[src/rtl/fetch_pkg.sv]
// Shared types and constants for the instruction fetch stage.
package fetch_pkg;
  localparam int          XLEN      = 32;
  localparam logic [31:0] INSTR_NOP = 32'h0000_0013;
  localparam int          PC_STEP   = 4;

  typedef struct packed {
    logic [XLEN-1:0] pc;
    logic [31:0]     instr;
  } fetch_entry_t;
endpackage

[src/rtl/fetch_queue_if.sv]
// Fetch-side bundle: imem read port, redirect request and the decode handshake.
interface fetch_queue_if #(
  parameter int XLEN  = 32,
  parameter int DEPTH = 4
);
  localparam int CW = $clog2(DEPTH) + 1;

  logic [XLEN-1:0] imem_addr;
  logic [31:0]     imem_rdata;
  logic            redirect_valid;
  logic [XLEN-1:0] redirect_pc;
  logic            out_valid;
  logic            out_ready;
  logic [31:0]     out_instr;
  logic [XLEN-1:0] out_pc;
  logic [CW-1:0]   count;

  modport master (
    output imem_addr, out_valid, out_instr, out_pc, count,
    input  imem_rdata, redirect_valid, redirect_pc, out_ready
  );

  modport slave (
    input  imem_addr, out_valid, out_instr, out_pc, count,
    output imem_rdata, redirect_valid, redirect_pc, out_ready
  );
endinterface

[src/rtl/fetch_fifo.sv]
// Circular buffer with push/pop/flush; count is the sole source of full/empty.
module fetch_fifo #(
  parameter int W     = 64,
  parameter int DEPTH = 4,
  localparam int AW   = $clog2(DEPTH),
  localparam int CW   = $clog2(DEPTH) + 1
) (
  input  logic          clk,
  input  logic          rst,
  input  logic          flush,
  input  logic          push,
  input  logic [W-1:0]  pushData,
  input  logic          pop,
  output logic [W-1:0]  headData,
  output logic          full,
  output logic          empty,
  output logic [CW-1:0] count
);
  logic [DEPTH-1:0][W-1:0] mem;
  logic [AW-1:0]           rdPtr, wrPtr;

  assign full     = (count == CW'(DEPTH));
  assign empty    = (count == '0);
  assign headData = mem[rdPtr];

  // Flush only rewinds the pointers; stale words stay hidden behind count == 0.
  always_ff @(posedge clk) begin
    if (rst) begin
      mem   <= '0;
      rdPtr <= '0;
      wrPtr <= '0;
      count <= '0;
    end else if (flush) begin
      rdPtr <= '0;
      wrPtr <= '0;
      count <= '0;
    end else begin
      if (push) begin
        mem[wrPtr] <= pushData;
        wrPtr      <= wrPtr + AW'(1);
      end
      if (pop)
        rdPtr <= rdPtr + AW'(1);
      if (push && !pop)
        count <= count + CW'(1);
      else if (pop && !push)
        count <= count - CW'(1);
    end
  end
endmodule

[src/rtl/fetch_queue.sv]
// Fetch stage: PC register, redirect priority and the decoupling queue to decode.
// Optional same-cycle bypass of an empty queue: define FETCH_QUEUE_BYPASS_EN.
module fetch_queue #(
  parameter int              XLEN     = 32,
  parameter int              DEPTH    = 4,
  parameter logic [XLEN-1:0] RESET_PC = '0
) (
  input logic            clk,
  input logic            rst,
  fetch_queue_if.master  fq
);
  import fetch_pkg::*;

  localparam int CW = $clog2(DEPTH) + 1;
  localparam int EW = XLEN + 32;

  logic [XLEN-1:0] pc;
  logic            full, empty, push, fifoPush, fifoPop;
  logic [CW-1:0]   fifoCount;
  logic [EW-1:0]   headData;

  // Full blocks the fetch even when decode drains the head, so out_ready never reaches imem.
  assign push = !full && !fq.redirect_valid;

`ifdef FETCH_QUEUE_BYPASS_EN
  logic bypassHit;
  assign bypassHit    = empty && push;
  assign fq.out_valid = (!empty || bypassHit) && !fq.redirect_valid;
  assign fifoPush     = push && !(bypassHit && fq.out_ready);
  assign fq.out_instr = bypassHit ? fq.imem_rdata : headData[31:0];
  assign fq.out_pc    = bypassHit ? pc : headData[EW-1:32];
`else
  assign fq.out_valid = !empty && !fq.redirect_valid;
  assign fifoPush     = push;
  assign fq.out_instr = headData[31:0];
  assign fq.out_pc    = headData[EW-1:32];
`endif

  assign fifoPop      = !empty && fq.out_valid && fq.out_ready;
  assign fq.imem_addr = pc;
  assign fq.count     = fifoCount;

  always_ff @(posedge clk) begin
    if (rst)
      pc <= RESET_PC;
    else if (fq.redirect_valid)
      pc <= {fq.redirect_pc[XLEN-1:2], 2'b00};
    else if (push)
      pc <= pc + XLEN'(PC_STEP);
  end

  fetch_fifo #(.W(EW), .DEPTH(DEPTH)) uFifo (
    .clk      (clk),
    .rst      (rst),
    .flush    (fq.redirect_valid),
    .push     (fifoPush),
    .pushData ({pc, fq.imem_rdata}),
    .pop      (fifoPop),
    .headData (headData),
    .full     (full),
    .empty    (empty),
    .count    (fifoCount)
  );
endmodule

[src/flat_wrapper.sv]
// flat-port wrapper written by rule: the top's interface ports become plain ports
module fetch_queue_flat import fetch_pkg::*;
#(
  parameter int              XLEN     = 32,
  parameter int              DEPTH    = 4,
  parameter logic [XLEN-1:0] RESET_PC = '0
)
  (clk, rst, fq_imem_addr, fq_out_valid, fq_out_instr, fq_out_pc, fq_count, fq_imem_rdata, fq_redirect_valid, fq_redirect_pc, fq_out_ready);
  fetch_queue_if #(.XLEN(XLEN), .DEPTH(DEPTH)) fq_i ();
  input logic clk;
  input logic rst;
  output wire logic [$bits(fq_i.imem_addr)-1:0] fq_imem_addr;
  output wire logic [$bits(fq_i.out_valid)-1:0] fq_out_valid;
  output wire logic [$bits(fq_i.out_instr)-1:0] fq_out_instr;
  output wire logic [$bits(fq_i.out_pc)-1:0] fq_out_pc;
  output wire logic [$bits(fq_i.count)-1:0] fq_count;
  input wire logic [$bits(fq_i.imem_rdata)-1:0] fq_imem_rdata;
  input wire logic [$bits(fq_i.redirect_valid)-1:0] fq_redirect_valid;
  input wire logic [$bits(fq_i.redirect_pc)-1:0] fq_redirect_pc;
  input wire logic [$bits(fq_i.out_ready)-1:0] fq_out_ready;
  assign fq_imem_addr = fq_i.imem_addr;
  assign fq_out_valid = fq_i.out_valid;
  assign fq_out_instr = fq_i.out_instr;
  assign fq_out_pc = fq_i.out_pc;
  assign fq_count = fq_i.count;
  assign fq_i.imem_rdata = fq_imem_rdata;
  assign fq_i.redirect_valid = fq_redirect_valid;
  assign fq_i.redirect_pc = fq_redirect_pc;
  assign fq_i.out_ready = fq_out_ready;
  fetch_queue #(.XLEN(XLEN), .DEPTH(DEPTH), .RESET_PC(RESET_PC)) u_core (.clk(clk), .rst(rst), .fq(fq_i));
endmodule
[config.mk]
export PLATFORM = sky130hd
export DESIGN_NAME = fetch_queue_flat
export DESIGN_NICKNAME = d
export VERILOG_FILES = /design/src/rtl/fetch_pkg.sv /design/src/rtl/fetch_queue_if.sv /design/src/rtl/fetch_fifo.sv /design/src/rtl/fetch_queue.sv /design/src/flat_wrapper.sv
export SDC_FILE = /design/constraint.sdc
export NUM_CORES = 1
export LEC_CHECK = 0
export ABC_CLOCK_PERIOD_IN_PS = 3350
export CORE_UTILIZATION = 40
export DETAILED_ROUTE_END_ITERATION = 10
export PLACE_DENSITY = 0.68
export RECOVER_POWER = 50
export REMOVE_ABC_BUFFERS = 1
export SLEW_MARGIN = 20
export SYNTH_ARGS = -nofsm -noshare
export SYNTH_HDL_FRONTEND = slang
export SYNTH_SLANG_ARGS = --single-unit
[constraint.sdc]
create_clock -name clk -period 3.35 [get_ports clk]
set_clock_uncertainty 0.1 [all_clocks]
set_input_delay 0.335 -clock clk [delete_from_list [all_inputs] [get_ports clk]]
set_output_delay 0.335 -clock clk [all_outputs]
set_load 0.005 [all_outputs]
**Yosys cells after proc, flatten, opt, wreduce, memory -nomap -nowiden**

Cells that the tools add are included.

- Bits in registers: 295
- Latch bits: 0
- Bits in writable memories: 0
- Memory bits (read-only): 0
- Input port bits: 68
- Output and inout port bits: 100
- Word-level logic and storage cells: 45
- Memories kept: 0

- Add/subtract/negate cells: 5
- Multiply operators: 0
- Div/mod/pow operators: 0
- Order comparisons: 3
- Eq/ne operators: 1
- Shifts and indexed selects: 0
- Mux-type cells: 9
- Bitwise gates (word level): 1
- Reduce and logical (&&, ||, !) cells: 17

Operator list:

| cell | number |
|---|---|
| bitwise mux 256 bit | 1 |
| binary-select mux 64 bit (select 2 bit) | 1 |
| demux 64 bit (select 2 bit) | 1 |
| two-way mux 64 bit | 2 |
| two-way mux 32 bit | 2 |
| adder 32 x 3 -> 32 bit (second input constant) | 1 |
| logical AND 1 bit | 7 |
| less-than comparator 2 x 3 -> 1 bit (second input constant) | 2 |
| two-way mux 3 bit | 2 |
| logical NOT 1 bit | 5 |
| adder 2 x 1 -> 2 bit (second input constant) | 2 |
| nonzero test 2 bit | 2 |
| adder 3 x 1 -> 3 bit (second input constant) | 1 |
| equality test 3 bit (second input constant) | 1 |
| logical NOT 3 bit | 1 |
| subtractor 3 x 1 -> 3 bit (second input constant) | 1 |
| greater-or-equal comparator 2 x 1 -> 1 bit (second input constant) | 1 |
| AND reduction 2 bit | 1 |
| OR reduction 2 bit | 1 |
| NOT 1 bit | 1 |

**Logic depth before layout (Yosys ltp)**

- Depth in word-level cells: 8
- Gate-level depth with buffers: 9
- Gate-level depth less buffers: 9

**Cells and area by module**

Synthesis repeated with hierarchy kept, for this count alone.

- Cells, all modules: 1447
- Area, all modules: 12797.3 µm²

Modules (own cells, without submodules):

| module | times used | cells an instance | area each (µm²) | seq. area each (µm²) |
|---|---|---|---|---|
| fetch_fifo | 1 | 1234 | 11051.8 | 5265.0 |
| fetch_queue | 1 | 213 | 1745.4 | 600.6 |

**Worst setup path after synthesis**

No wires, ideal clock.

- Path kind: reg-to-reg
- Start point: reg u_core.uFifo.count[0]
- End point: reg u_core.uFifo.count[2]
- Setup time: 0.070 ns
- Data arrival time: 2.100 ns
- Required time: 3.180 ns
- Slack: 1.080 ns
- Stages on the path, launching flop included: 10
- Path buffers: 1
- Period minus slack after synthesis: 2.270 ns
- Cells stage by stage: dfxtp_1 > nor3b_2 > buf_6 > nor2_1 > ha_1 > inv_1 > fa_1 > xor2_1 > or3_1 > a21oi_1

- Elaborated cells on any way between the ends: 17
- Classes of those cells: 2 x add/sub; 1 x eq/ne; 2 x mux; 12 x reduce/logical

RTL lines:

| item | RTL line | RTL |
|---|---|---|
| start, declared | fetch_fifo.sv:17 | `output logic [CW-1:0] count` |
| start signal, assigned | fetch_fifo.sv:45 | `count <= count + CW'(1);` |
| start signal, assigned | fetch_fifo.sv:47 | `count <= count - CW'(1);` |
| equality test 3 bit * | fetch_fifo.sv:22 | `assign full = (count == CW'(DEPTH));` |
| logical NOT 1 bit * | fetch_queue.sv:23 | `assign push = !full && !fq.redirect_valid;` |
| logical AND 1 bit * | fetch_queue.sv:23 |  |
| via u_core.fifoPush | fetch_queue.sv:18 | `logic full, empty, push, fifoPush, fifoPop;` |
| logical NOT 1 bit | fetch_fifo.sv:46 | `else if (pop && !push)` |
| logical AND 1 bit | fetch_fifo.sv:46 |  |
| nonzero test 2 bit (no source line) | n/a |  |

The timed path passes the listed nets; every way through them passes the cells marked *. The select of a mux whose other input is x is not followed.
A chain may end at the register's enable or synchronous reset.

**Worst setup path after layout**

- Start point: reg u_core.pc[5], in the netlist u_core.fq.imem_addr[5]
- End point: reg u_core.pc[19], in the netlist u_core.fq.imem_addr[19]

- Cells in the longest elaborated chain, start to end: 3

Ends and longest elaborated chain:

| item | RTL line | RTL |
|---|---|---|
| start, declared | fetch_queue.sv:17 | `logic [XLEN-1:0] pc;` |
| start signal, assigned | fetch_queue.sv:47 | `pc <= {fq.redirect_pc[XLEN-1:2], 2'b00};` |
| start signal, assigned | fetch_queue.sv:49 | `pc <= pc + XLEN'(PC_STEP);` |
| adder 32 x 3 -> 32 bit | fetch_queue.sv:49 |  |
| two-way mux 32 bit | fetch_queue.sv:48 | `else if (push)` |
| two-way mux 32 bit | fetch_queue.sv:46 | `else if (fq.redirect_valid)` |

Every way passes these cells. The select of a mux whose other input is x is not followed.

==> run metrics <==
slowest stage cell, crit path=nor4_1; DR DRC count=0; diode count=0; Skew-Pair Late Insertion Delay=0.56 ns; GR Util All Layers=21.8%; Port Buffers=161; Critical R2R Launch=u_core.fq.imem_addr[5]$_SDFFE_PP0P_; Commonest cells post-synth=nand2_1, dfxtp_1, a21oi_1, clkbuf_1, mux4_2; Fin Setup TNS=0 ns; router iterations before antenna repair=5; Final Util=50.7%; largest family of logic cells by synthesized area=simple AND/OR/NAND/NOR gates; status=completed; TritonCTS clock tree=built; Crit Path Class=reg2reg; measured slew at the worst slew-check pin=1.44 ns; Sequential Power Share=44.9%; top cells by area, synth=dfxtp_1, nand2_1, mux4_2; Synth Area in Adders=0.784%; area of the core=29700 um2; Die Wd=176 um; slowest stage delay, CP=1.24 ns; Root Driver=clkbuf_16; drt total wl=34.2 mm; Yosys warning total=0; synth unique cells=41; sequential element share of the synthesized area=47.0%; Initial Util=40.8%; Logic pwr share=9.3%; Hold/Removal Path Class=in2reg; Yosys reg bits=285; Fin. Hold Viols=0; worst hold start=rst; Clock power frac=45.7%; Worst Hold End=u_core.uFifo.mem[124]$_SDFFE_PP0P_; initial antenna violation count=0; Die ar.=31000 um2; drt first-iter violations=799; period utilisation layout=88.8%; CP Data Required Time=3.73 ns; crit path max fanout=9; vias in the first global route=9958; Post-Synth Simple-Gate Area=20.3%; maxcap violations=0; die height=176 um; FF-to-FF path depth=5; Post-synth EDFFs=0; Min-Delay Path Depth=2; r2r setup slk=0.38 ns; Final ANT Viol Nets=0; RSZ-0062 raised after global routing=no; setup repair bufs after CTS=0; Fmax achieved=0.336 GHz; Cell Area, Synth=12100 um2; clock buffer count from CTS=30; TritonCTS Sinks=285; Sw Ratio=23.4%; Resize count post-CTS=0; R2R Path End=u_core.fq.imem_addr[19]$_SDFFE_PP0P_; DP HPWL=20.1 mm; Vias/cell=5.32; CP Cell Sequence=nand3_1 -> nor4_1 -> nand4_1 -> xor2_1 -> a211oi_1; post-route cell area=15100 um2; Final Setup Violations=0; fin. max-slew vios=0; Power Density=532 nW/um2; Worst Path Arrival=3.35 ns; residual overflow from global routing=0; largest area contributor in the netlist=dfxtp_1; fin crit period=2.97 ns; synthesized instance count=1431; Post-synth top flop=dfxtp_1; Lkg Pwr=5.07 nW; CTS Buffer Depth=3; Post-DP Area=14000 um2; crit end category=register; via count=10300; Worst-path clk slew=0.06 ns; Setup crit start kind=register; post-DR wirelength/cell=17.7 um; synth-to-layout area growth=24.3%; total internal power=0.00614 W; global-route wire length before repair=53.8 mm; post-synth top area share=47.0%; count leader, synth=nand2_1; IO Pins=168; compound-gate portion of the synthesized area=12.2%; CTS Hold Bufs=0; # H-tree levels=1; Placer Congestion=0.765; maximum vdd ir drop=0.385 mV; post-synthesis mux area share=11.8%; headroom to the max-slew limit=2.91%; fraction of synthesis flops using an asynchronous set or reset pin=0%; pin count of the biggest net entering global routing=114; nets@finish=1591; Post-Synth XOR/XNOR Area=2.38%; layout cells sized above 1=9.55%; syn_area_per_cell=8.48 um2; num rows=63; sw power=0.00188 W
-- critical path, delay by kind of cell, from the launching register on --
kind            cells  cell delay, ns
compound gates      1            0.22
xor+xnor            1            0.22
flops               1            0.57
simple gates        3            1.79
-- per-layer routing --
layer	track usage, %	share of wire [%]
met3	3.27	7.5
met5	0	0
met4	5.62	1.6
met2	35.8	47
met1	29.8	44
-- kinds of logic after synthesis --
| kind of cell | after synthesis |
|---|---|
| multiplexers | 65 |
| other | 1 |
| adder cells (fa/ha/maj) | 7 |
| XOR/XNOR | 33 |
| buffers and inverters | 146 |
| AO/OA/AOI/OAI | 286 |
| flip-flops | 285 |
| AND/OR/NAND/NOR | 608 |
-- worst max path at each step --
stage	start	to	slack [ns]	cells after the start
after floorplan	u_core.uFifo.rdPtr[1]$_SDFFE_PP0P_	fq_out_instr[0]	-0.41	1
after global placement	u_core.uFifo.count[0]$_SDFFE_PP0P_	u_core.uFifo.count[2]$_SDFFE_PP0P_	0.74	9
after detailed placement	u_core.uFifo.count[0]$_SDFFE_PP0P_	u_core.uFifo.count[2]$_SDFFE_PP0P_	0.68	9
after CTS	u_core.uFifo.rdPtr[1]$_SDFFE_PP0P_	fq_out_pc[19]	0.38	3
after global routing	u_core.uFifo.rdPtr[1]$_SDFFE_PP0P_	fq_out_pc[19]	0.31	3
final	u_core.fq.imem_addr[5]$_SDFFE_PP0P_	u_core.fq.imem_addr[19]$_SDFFE_PP0P_	0.38	5
-- final cells by class --
| class | instances | area (um2) |
|---|---|---|
| Multi-Input combinational cell | 1003 | 5750 |
| Timing Repair Buffer | 185 | 1970 |
| Clock buffer | 45 | 928 |
| Fill cell | 2774 | 14600 |
| Tap cell | 390 | 488 |
| Inverter | 11 | 41.3 |
| Sequential cell | 285 | 5710 |
| Clock inverter | 11 | 185 |
-- per-stage QoR --
step	total power (W)	std cells	hold WS, ns	setup slack (ns)
finish	0.00802	1930	0.209	0.375
global route	0.00832	1930	0.224	0.313
CTS	0.00810	1930	0.199	0.378
detailed placement	0.00444	1874	0.343	0.680
global placement	0.00442	1874	0.338	0.742
floorplan	0.00395	1299	0.304	-0.406
-- cell usage in the layout, fill, tap and decap left out, types with 11 or more instances in the layout --
| master | n |
|---|---|
| a211oi_1 | 13 |
| nand4_1 | 20 |
| dlygate4sd3_1 | 32 |
| buf_12 | 15 |
| nand2_1 | 525 |
| clkbuf_16 | 31 |
| xor2_1 | 19 |
| clkdlybuf4s50_1 | 128 |
| nor2_1 | 28 |
| mux4_2 | 62 |
| xnor2_1 | 14 |
| inv_1 | 11 |
| a21oi_1 | 263 |
| clkbuf_8 | 11 |
| dfxtp_1 | 283 |
-- power groups by stage --
stage | Clock, W | Combinational [W] | Sequential, W
4_1_cts | 0.00373 | 0.000765 | 0.00360
5_1_grt | 0.00389 | 0.000816 | 0.00362
6_report | 0.00367 | 0.000749 | 0.00360
2_1_floorplan | 0 | 0.000303 | 0.00365
3_5_place_dp | 0 | 0.000761 | 0.00368
3_3_place_gp | 0 | 0.000752 | 0.00367
-- state kept, by name (all words and copies together) (netlist names) --
| name | cells |
|---|---|
| u_core.uFifo.mem | 248 |
| u_core.fq.imem_addr | 30 |
| u_core.uFifo.rdPtr | 2 |
| u_core.uFifo.count | 3 |
| u_core.uFifo.wrPtr | 2 |
No activity file was read; power rests on OpenSTA's default activity.
==> patch 1 (config.mk and constraints unchanged) <==
Reset style: asynchronous (`rst`), changed in 2 clocked blocks.
--- a/src/rtl/fetch_fifo.sv
+++ b/src/rtl/fetch_fifo.sv
@@ -24,7 +24,7 @@
   assign headData = mem[rdPtr];
 
   // Flush only rewinds the pointers; stale words stay hidden behind count == 0.
-  always_ff @(posedge clk) begin
+  always_ff @(posedge clk or posedge rst) begin
     if (rst) begin
       mem   <= '0;
       rdPtr <= '0;
--- a/src/rtl/fetch_queue.sv
+++ b/src/rtl/fetch_queue.sv
@@ -40,7 +40,7 @@
   assign fq.imem_addr = pc;
   assign fq.count     = fifoCount;
 
-  always_ff @(posedge clk) begin
+  always_ff @(posedge clk or posedge rst) begin
     if (rst)
       pc <= RESET_PC;
     else if (fq.redirect_valid)
Check against the original RTL: differs if rst is asserted again (counterexample within 4 cycles, from zero or initial values and one cycle with rst high); with rst held inactive, the same outputs for 4 cycles.
==> patch 1 against the unedited design <==
  * The flow now finishes with violations (max-capacitance violations, max-slew violations)
  * Setup slack got worse by 0.062 ns
  * Design area rose by 7.7%
  * Wire length fell by 17%
  * Largest cell class is now flip-flops and latches
  * Via count fell by 25%
  * Sequential cell count did not move
  * Area after synthesis rose by 6.6%
Power is not compared: it rests on default switching activity, and its combinational part moved more than twofold at a synthesized area within 25%.
==> patch 1: results (changes against the unedited design) <==
Via density=5.34 (+0.39%); Synth Area in Compound Gates=0.0140 (-0.108); outcome=finished with violations; R2R Setup Slk=0.80 ns (+0.42 ns); Largest register FFs=248 (unchanged); multiplexer share of the synthesized area=0.329 (+0.211); max cap viols=1 (+1); dpl cells=1387 (-26%); Largest delay share family, worst path=buffers and inverters; DR iter-0 viols=403 (-50%); top cells by count, synth=285 x dfrtp_1, 251 x mux2_2, 62 x mux4_2, 43 x nand2_1, 35 x buf_2; DP Area=0.0150 sq mm (+7.3%); Hold WS=0.302 ns (+0.0930 ns); slowest CP cell=dfrtp_4; DPL Wire Length=17700 microns (-12%); area of the multi-input gates=0.00542 sq mm (-5.7%); first-pass iteration count of the detailed router=4 (-1); global-route wire length before repair=46600 microns (-13%); Reg-to-Reg Start=u_core.uFifo.count[0]; H-tree depth=2 (+1); share of layout cells above drive strength 1=0.387 (+0.291); synth top area cells=dfrtp_1 55%, mux2_2 22%, mux4_2 11%; Seq/Total Area, Yosys=0.551 (+0.0811); fraction of registers with async set/reset=1.00 (+1.00); GP Congestion=0.726 (-5.1%); fillcell total=2692 (-3.0%); Post-synth top flop=dfrtp_1; Total GRT Usage=0.179 (-0.0390); vias in the first global route=8214 (-18%); CTS clk-pin slew, worst paths=0.06 ns (about the same); worst hold endpoint=u_core.fq.imem_addr[13]; worst skew pair latency=0.50 ns (-0.06 ns); Gate Count Post-Synth=867 (-39%); slowest stage delay, CP=0.77 ns (-0.47 ns); largest family of logic cells by synthesized area=multiplexers; final wirelength=28400 microns (-17%); number of buffers created by CTS=34 (+13%); R2R cell count=6 (+1); CP arrival=2.60 ns (-0.75 ns); reg-to-reg endpoint=u_core.uFifo.mem[1]; worst slew pin tran=2.18 ns (+0.742 ns); Synth Area in Adders=0.00639 (-0.00145); min-delay src=fq_redirect_pc[13]; Slew Viols, Final=99 (+99); min setup slack post-route=0.314 ns (-0.0616 ns); post-synthesis xor/xnor area fraction=0.0203 (-0.00351); postcts setup bufs=0 (unchanged); worst slack at placement=0.768 ns (+0.0883 ns); Crit Path Max Fanout=23 (+14); vias=7722 (-25%); largest net degree at the start of global routing=100 (-12%); initial antenna violation count=0 (unchanged); failing checks=max-capacitance violations, max-slew violations; final net count=1095 (-31%); hold depth=3 (+1)
-- patch 1: cell count changes after synthesis, moves of 13 or more --
cell      delta
nand2_1    -484
dfrtp_1    +285
dfxtp_1    -285
a21oi_1    -259
mux2_2     +251
clkbuf_1    -47
buf_2       -25
o21ai_0     +23
nand4_1     -14
nor2_1      -13
-- patch 1: area by class of cell --
class / instances / area share
inverters: 10 / 0.00254
clock inverters: 13 / 0.0139
repair buffers: 185 / 0.116
well taps: 402 / 0.0310
multi-input cells: 505 / 0.334
flip-flops and latches: 285 / 0.440
clock buffers: 47 / 0.0630
-- patch 1: where the power goes --
part / leakage, nW / switching, mW / internal (mW) / total (mW)
Clock: 0.613 / 1.43 / 2.60 / 4.04
Sequential: 3.45 / 0.891 / 5.00 / 5.89
Combinational: 2.55 / 1.66 / 3.42 / 5.08
Total: 6.61 / 3.99 / 11.0 / 15.0
-- patch 1: kinds of logic after synthesis --
family / count (synthesis)
AOI/OAI and AO/OA: 34
xor gates and xnor gates: 30
adders and majority gates: 6
buffers and inverters: 80
DFF: 285
muxes: 316
other: 1
and+or+nand+nor: 115
-- patch 1: worst max-delay path by stage --
| stage | to | start | cells after the start |
|---|---|---|---|
| after floorplan | u_core.fq.imem_addr[10] | rst | 1 |
| after global placement | fq_out_pc[19] | u_core.uFifo.rdPtr[0] | 3 |
| after detailed placement | fq_out_pc[18] | u_core.uFifo.rdPtr[0] | 3 |
| after CTS | fq_out_pc[19] | u_core.uFifo.rdPtr[0] | 3 |
| after global routing | u_core.uFifo.mem[119] | rst | 3 |
| final | fq_out_pc[18] | u_core.uFifo.rdPtr[0] | 3 |
-- patch 1: metal layers --
layer	GRT usage	wire, microns	vias to the layer above
li1	-	-	3443
met1	0.251	13200	4060
met3	0.0349	1320	40
met4	0.0417	488	0
met5	0	0	-
met2	0.286	13500	179
==> patch 2 (config.mk and constraints unchanged) <==
Made on the original files. The option `FETCH_QUEUE_BYPASS_EN` is turned on by a define.
--- a/src/rtl/fetch_queue.sv
+++ b/src/rtl/fetch_queue.sv
@@ -1,5 +1,7 @@
 // Fetch stage: PC register, redirect priority and the decoupling queue to decode.
 // Optional same-cycle bypass of an empty queue: define FETCH_QUEUE_BYPASS_EN.
+`define FETCH_QUEUE_BYPASS_EN
+
 module fetch_queue #(
   parameter int              XLEN     = 32,
   parameter int              DEPTH    = 4,
Function: changed (Yosys sat finds a counterexample within 4 cycles, from zero or initial values and one cycle with rst high).
==> patch 2 against the unedited design <==
  * Design area up 4.5%
  * Critical path type is now flop to primary output
  * Sequential cell count unchanged
  * Wire length up 6.4%
  * Total power down 0.68%
  * Highest routed layer unchanged
  * Sequential power down 1%
  * Area after synthesis up 6.2%
  * Synthesized cell count up 4.5%
  * Sequential share of layout area down 1.6 points
  * Setup slack worse by 0.25 ns
  * Global-route usage up 0.071 points
==> patch 2: results (changes against the unedited design) <==
slowest stage delay, CP=0.71 ns (-0.53 ns); Sw Share=0.237 (+0.00266); CP arrival=2.79 ns (-0.56 ns); Gate Count Post-Synth=1496 (+4.5%); DR iter-0 viols=875 (+9.5%); met1 global-route usage=0.292 (-0.00605); crit path to=fq_out_instr[3]; met2 Resource Use GR=0.373 (+0.0151); final wirelength=36400 microns (+6.4%); routed len/inst=18.0 microns (+1.6%); min setup slack post-route=0.125 ns (-0.251 ns); hold depth=3 (+1); top cells by count, synth=521 x nand2_1, 285 x dfxtp_1, 256 x a21oi_1, 84 x clkbuf_1; global-route wire length before repair=57700 microns (+7.3%); GP Congestion=0.775 (+1.2%); Seq/Total Area, Yosys=0.443 (-0.0273); R2R cell count=7 (+2); Reg-to-Reg Start=u_core.uFifo.count[2]; Via density=5.40 (+1.6%); Largest delay share family, worst path=buffers and inverters; share of layout cells above drive strength 1=0.137 (+0.0410); Total GRT Usage=0.218 (+0.000710); DP Area=0.0148 sq mm (+5.5%); vias in the first global route=10500 (+5.8%); largest net degree at the start of global routing=100 (-12%); min-delay src=fq_redirect_pc[9]; outcome=finished, final reports clean; slowest CP cell=dfxtp_4
## patch 2: cell count changes after synthesis, moves of 6 or more
| cell | before | now |
|---|---|---|
| a21oi_1 | 263 | 256 |
| buf_2 | 60 | 39 |
| a211oi_1 | 13 | 19 |
| nand2_1 | 527 | 521 |
| and2_1 | 0 | 9 |
| clkbuf_1 | 62 | 84 |
| nor2_1 | 28 | 34 |
| and3_1 | 9 | 2 |
| mux2_2 | 0 | 62 |
| nand4_1 | 20 | 13 |
## patch 2: logic make-up after synthesis
logic type	share of synthesized area
AO/OA/AOI/OAI	0.116
XOR/XNOR	0.0218
adder cells (fa/ha/maj)	0.00739
buffers and inverters	0.0534
flip-flops	0.443
multiplexers	0.166
other	0.000291
AND/OR/NAND/NOR	0.193
## patch 2: final cells by class
class	count	area, sq um
Clock buffer	44	926
Clock inverter	12	139
Fill cell	2955	15900
Inverter	8	30.0
Multi-Input combinational cell	1068	6500
Sequential cell	285	5710
Tap cell	402	503
Timing Repair Buffer	202	1950
